## src/rtl/maze_rom_arbiter_pkg.sv

```systemverilog
// Shared maze map geometry, port identifiers and the response tag carried
// alongside each accepted ROM read.
package maze_pkg;

    localparam int MAP_WIDTH = 30;
    localparam int MAP_DEPTH = 21;
    localparam int ROW_W     = 5;

    localparam logic PORT_RD = 1'b0;
    localparam logic PORT_MV = 1'b1;

    typedef struct packed {
        logic vld;
        logic port;
        logic oob;
    } tag_t;

endpackage

```

## src/rtl/maze_arb_tagpipe.sv

```systemverilog
// Two-stage tag delay line matching the ROM read latency, so each response
// knows which port it belongs to and whether it must be forced to a wall row.
module maze_arb_tagpipe
    import maze_pkg::*;
(
    input  logic clk,
    input  logic reset,
    input  tag_t tag,
    output tag_t tag_p1
);

    logic vld_p0, vld_p1;
    logic port_p0, port_p1;
    logic oob_p0, oob_p1;

    // Only the valid bits need clearing; port/oob are ignored while invalid.
    always_ff @(posedge clk) begin
        if (reset) begin
            vld_p0 <= 1'b0;
            vld_p1 <= 1'b0;
        end else begin
            vld_p0 <= tag.vld;
            vld_p1 <= vld_p0;
        end
    end

    always_ff @(posedge clk) begin
        port_p0 <= tag.port;
        oob_p0  <= tag.oob;
        port_p1 <= port_p0;
        oob_p1  <= oob_p0;
    end

    assign tag_p1.vld  = vld_p1;
    assign tag_p1.port = port_p1;
    assign tag_p1.oob  = oob_p1;

endmodule

```

## src/rtl/maze_rom_arbiter.sv

```systemverilog
// Arbitrates a render port and a move/collision port onto one single-port map
// ROM, with starvation protection for the move port and in-order responses.
module maze_rom_arbiter #(
    parameter int MAP_WIDTH  = maze_pkg::MAP_WIDTH,
    parameter int MAP_DEPTH  = maze_pkg::MAP_DEPTH,
    parameter int ROW_W      = maze_pkg::ROW_W,
    parameter int STARVE_MAX = 3
) (
    input  logic                 clk,
    input  logic                 reset,
    input  logic                 rd_req,
    input  logic [ROW_W-1:0]     rd_row,
    output logic                 rd_ack,
    output logic                 rd_valid,
    output logic [MAP_WIDTH-1:0] rd_data,
    input  logic                 mv_req,
    input  logic [ROW_W-1:0]     mv_row,
    output logic                 mv_ack,
    output logic                 mv_valid,
    output logic [MAP_WIDTH-1:0] mv_data,
    output logic                 mv_oob,
    output logic [ROW_W-1:0]     rom_addr,
    input  logic [MAP_WIDTH-1:0] rom_data
);

    import maze_pkg::*;

    localparam int CNT_W = $clog2(STARVE_MAX + 1);

    function automatic logic [CNT_W-1:0] sat_inc(input logic [CNT_W-1:0] cnt);
        return (cnt == CNT_W'(STARVE_MAX)) ? cnt : cnt + CNT_W'(1);
    endfunction

    function automatic logic row_oob(input logic [ROW_W-1:0] row);
        return 32'(row) >= MAP_DEPTH;
    endfunction

    function automatic logic [MAP_WIDTH-1:0] wall_fill(input logic oob,
                                                       input logic [MAP_WIDTH-1:0] data);
        return oob ? '1 : data;
    endfunction

    logic [CNT_W-1:0] starve_cnt;
    logic             starved;
    logic             accept;
    logic [ROW_W-1:0] sel_row;
    tag_t             tag;
    tag_t             tag_p1;
    logic [MAP_WIDTH-1:0] resp_p2;

    // Move wins only once it has been denied STARVE_MAX cycles in a row.
    assign starved = (starve_cnt == CNT_W'(STARVE_MAX));
    assign mv_ack  = !reset && mv_req && (!rd_req || starved);
    assign rd_ack  = !reset && rd_req && !mv_ack;
    assign accept  = rd_ack || mv_ack;
    assign sel_row = mv_ack ? mv_row : rd_row;

    assign tag.vld  = accept;
    assign tag.port = mv_ack ? PORT_MV : PORT_RD;
    assign tag.oob  = row_oob(sel_row);

    always_ff @(posedge clk) begin
        if (reset) begin
            starve_cnt <= '0;
        end else if (!mv_req || mv_ack) begin
            starve_cnt <= '0;
        end else begin
            starve_cnt <= sat_inc(starve_cnt);
        end
    end

    // Stage 0: address register to the ROM
    always_ff @(posedge clk) begin
        if (reset) begin
            rom_addr <= '0;
        end else if (accept) begin
            rom_addr <= sel_row;
        end
    end

    maze_arb_tagpipe u_tagpipe (
        .clk    (clk),
        .reset  (reset),
        .tag    (tag),
        .tag_p1 (tag_p1)
    );

    // Stage 2: steer ROM data (or a wall row) to the owning port
    assign resp_p2 = wall_fill(tag_p1.oob, rom_data);

    always_ff @(posedge clk) begin
        if (reset) begin
            rd_valid <= 1'b0;
            mv_valid <= 1'b0;
            mv_oob   <= 1'b0;
            rd_data  <= '0;
            mv_data  <= '0;
        end else begin
            rd_valid <= tag_p1.vld && (tag_p1.port == PORT_RD);
            mv_valid <= tag_p1.vld && (tag_p1.port == PORT_MV);
            if (tag_p1.vld && (tag_p1.port == PORT_RD)) begin
                rd_data <= resp_p2;
            end
            if (tag_p1.vld && (tag_p1.port == PORT_MV)) begin
                mv_data <= resp_p2;
                mv_oob  <= tag_p1.oob;
            end
        end
    end

endmodule

```

## config.mk

```make
export PLATFORM = sky130hd
export DESIGN_NAME = maze_rom_arbiter
export DESIGN_NICKNAME = d
export VERILOG_FILES = /design/src/rtl/maze_rom_arbiter_pkg.sv /design/src/rtl/maze_arb_tagpipe.sv /design/src/rtl/maze_rom_arbiter.sv
export SDC_FILE = /design/constraint.sdc
export NUM_CORES = 1
export LEC_CHECK = 0
export ABC_AREA = 0
export ABC_CLOCK_PERIOD_IN_PS = 2100
export BUFFER_PORTS_ARGS = -buffer_cell sky130_fd_sc_hd__buf_4
export CORE_MARGIN = 2
export CORE_UTILIZATION = 51
export DETAILED_ROUTE_END_ITERATION = 16
export GPL_ROUTABILITY_DRIVEN = 1
export GPL_TIMING_DRIVEN = 0
export PLACE_DENSITY = 0.91
export SYNTH_ARGS = -nofsm -noshare
export SYNTH_HDL_FRONTEND = slang
export SYNTH_HIERARCHICAL = 1
export SYNTH_SLANG_ARGS = --single-unit
```

## constraint.sdc

```tcl
create_clock -name clk -period 2.1 [get_ports clk]
set_input_delay 0.63 -clock clk [delete_from_list [all_inputs] [get_ports clk]]
set_output_delay 0.63 -clock clk [all_outputs]
set_load 0.005 [all_outputs]
```

==> run metrics <==
worst setup path class in2out; register-to-register setup slack 580 ps; Syn Nets 340; placed cells 477; period utilization 96.6%; Vias 2653; fin util 77.0%; RSZ-0062 raised after global routing false; largest stage delay on the critical path 240 ps; Inserted Clock Buffers 9; CP Cell Sequence buf_4 > inv_2 > o211a_1 > buf_6 > nor3_4 > buf_4; FF+latch area 1520 um^2; routed length on met1 3110 um; Worst path slowest cell o211a_1; Crit path top cell by count buf_4; Final setup viols 0; Die Area 5920 um^2; Final nets 465; root buffer cell clkbuf_8; Ports 114; P&R area growth vs syn 44.9%; TritonCTS clock tree yes; final hold viol count 0; slew margin rel. 51.0%; Ys Warns 6; Yosys top cell area share 56.0%; die width 77.0 um; initial antenna violation count 0; met2 wire len 3990 um; gr usage total 26.7%; row cnt 26; DP HPWL 5580 um; most frequent cells in the layout buf_4 (117), nor2_1 (95), dfxtp_1 (74); number of diodes 0; first-pass GRT wire length 12600 um; Top Layer Used met4; die height 77.0 um; Hold Path Class reg2reg; Reg2Reg Capture Point rom_addr[2]; ANT nets after route 0; layout cells sized above 1 34.6%; clk_lat worst skew 340 ps; DP Worst Slack 40.6 ps; vias per inst 5.36; Crit. Startpoint rd_req; core area 5110 um^2; final slew viol count 0; synth top area cells dfxtp_1 (56%), a211oi_1 (17%), nor2_1 (13%); Max clock buf depth 2; number of max-cap violations 0; fin cells 495; Seq/Total Area, Yosys 56.0%; # port buffers 112; Wirelength per Cell 15.7 um; final worst setup slack 71.5 ps; setup_tns 0 ps; R2R depth 4; layout filler cell count 380; drt pass-1 iters 4; met3 routed WL 511 um; Synth area leader dfxtp_1; PD cells 813 nW/um^2; LEAKAGE 1.69 nW; total wire length 7760 um; Setup crit end rd_ack; Starting Density 53.2%; CP startpoint kind primary input; CP max FO 7; Sink Count 76; iteration-0 DRC count of the detailed router 123; r2r startpoint starve_cnt[0]; Clock transition at path regs 70 ps; fmax 493 MHz; Arr. time, crit path 1400 ps; Synth Instances 295; outcome finished clean; maximum vdd drop 0.492 mV; vias in the first global route 2648; FF+latch count, synth 76; Cell Area, Synth 2720 um^2; synthesized area per cell 9.20 um^2; H-Tree Depth 3; gp weighted congestion 0.829; Worst-Margin Slew 716 ps; Unique masters post-synth 21; GR Overflow Total 0; DRC viols 0; largest net degree at the start of global routing 13; CP required 1470 ps; commonest non-fill, non-tap cell in the layout buf_4; crit end category primary output; Multi-input gate area 1050 um^2; final clock skew 7.56 ps; min Tclk post-route 2030 ps
power by group:
group / internal, mW / switching, mW
clock: 0.853 / 0.506
combinational: 0.162 / 0.164
sequential: 1.49 / 0.0258
total: 2.50 / 0.696
kinds of logic (layout without fill, tap and decap cells):
group	count (synthesis)	count (layout)	synth area share, %
multiplexers	2	2	0.737
flip-flops	76	76	56.0
AO/OA/AOI/OAI	75	75	21.3
buffers and inverters	37	167	6.22
AND/OR/NAND/NOR	104	104	15.2
adder cells (fa/ha/maj)	1	1	0.461
state kept, by name, indices dropped and copies added, names as in the netlist:
signal             cells
mv_data               30
mv_oob                 1
mv_valid               1
rd_data               30
rd_valid               1
rom_addr               5
starve_cnt             2
u_tagpipe/oob_p0       1
u_tagpipe/oob_p1       1
u_tagpipe/port_p0      1
u_tagpipe/port_p1      1
u_tagpipe/vld_p0       1
u_tagpipe/vld_p1       1
what timing repair did:
| item | 4_1_cts | 5_1_grt |
|---|---|---|
| endpoints found under the setup margin | 1 | 1 |
| gates resized for setup | 4 | 2 |
| buffers inserted | 0 | 2 |
| pin swaps | 0 | 2 |
| hold buffers | 0 | 0 |
| endpoints found under the hold margin | 0 | 0 |
| cloned | 0 | 0 |
synthesized netlist by cell type:
library cell	instances
buf_2	9
a211oi_1	60
buf_6	1
nor2_1	95
a2111oi_0	5
mux2i_1	2
nor2b_1	3
dfxtp_1	76
o21ai_0	2
o21a_1	2
ha_1	1
inv_1	7
and2_1	3
buf_1	7
o211a_1	1
clkbuf_1	9
nor3_1	2
buf_4	3
a221o_1	5
nand4b_1	1
inv_2	1
worst min-delay path by stage:
stage,startpoint,end,cells after the start
after floorplan,u_tagpipe/oob_p0,u_tagpipe/oob_p1,0
after global placement,u_tagpipe/port_p0,u_tagpipe/port_p1,0
after detailed placement,u_tagpipe/oob_p0,u_tagpipe/oob_p1,0
after CTS,u_tagpipe/oob_p0,u_tagpipe/oob_p1,0
after global routing,u_tagpipe/port_p0,u_tagpipe/port_p1,0
final,u_tagpipe/oob_p0,u_tagpipe/oob_p1,0
worst max-delay path, delay by kind of cell:
| family | cells | cell delay, ps |
|---|---|---|
| AND/OR/NAND/NOR | 1 | 100 |
| AO/OA/AOI/OAI | 1 | 240 |
| buffers and inverters | 4 | 430 |
cell type report:
type                    count  area share, %
repair buffers            114           21.7
clock inverters             4           2.42
inverters                   8          0.763
well taps                  70           2.23
flip-flops and latches     76           38.7
plain buffers              29           3.53
clock buffers              12           3.94
multi-input cells         182           26.6
layer usage:
layer	global-route usage [%]	vias to the layer above
met5	0	-
met4	11.3	0
met3	6.12	14
met2	47.6	109
met1	30.4	1252
li1	-	1278
stage by stage:
step / instance area [um^2] / hold slack, ps / total power [mW]
after global placement: 3640 / 312 / 1.85
after floorplan: 2720 / 310 / 1.69
final: 3940 / 330 / 3.20
after CTS: 3910 / 330 / 3.20
after detailed placement: 3640 / 312 / 1.86
after global routing: 3940 / 345 / 3.32
No activity file was read; power rests on OpenSTA's default activity.
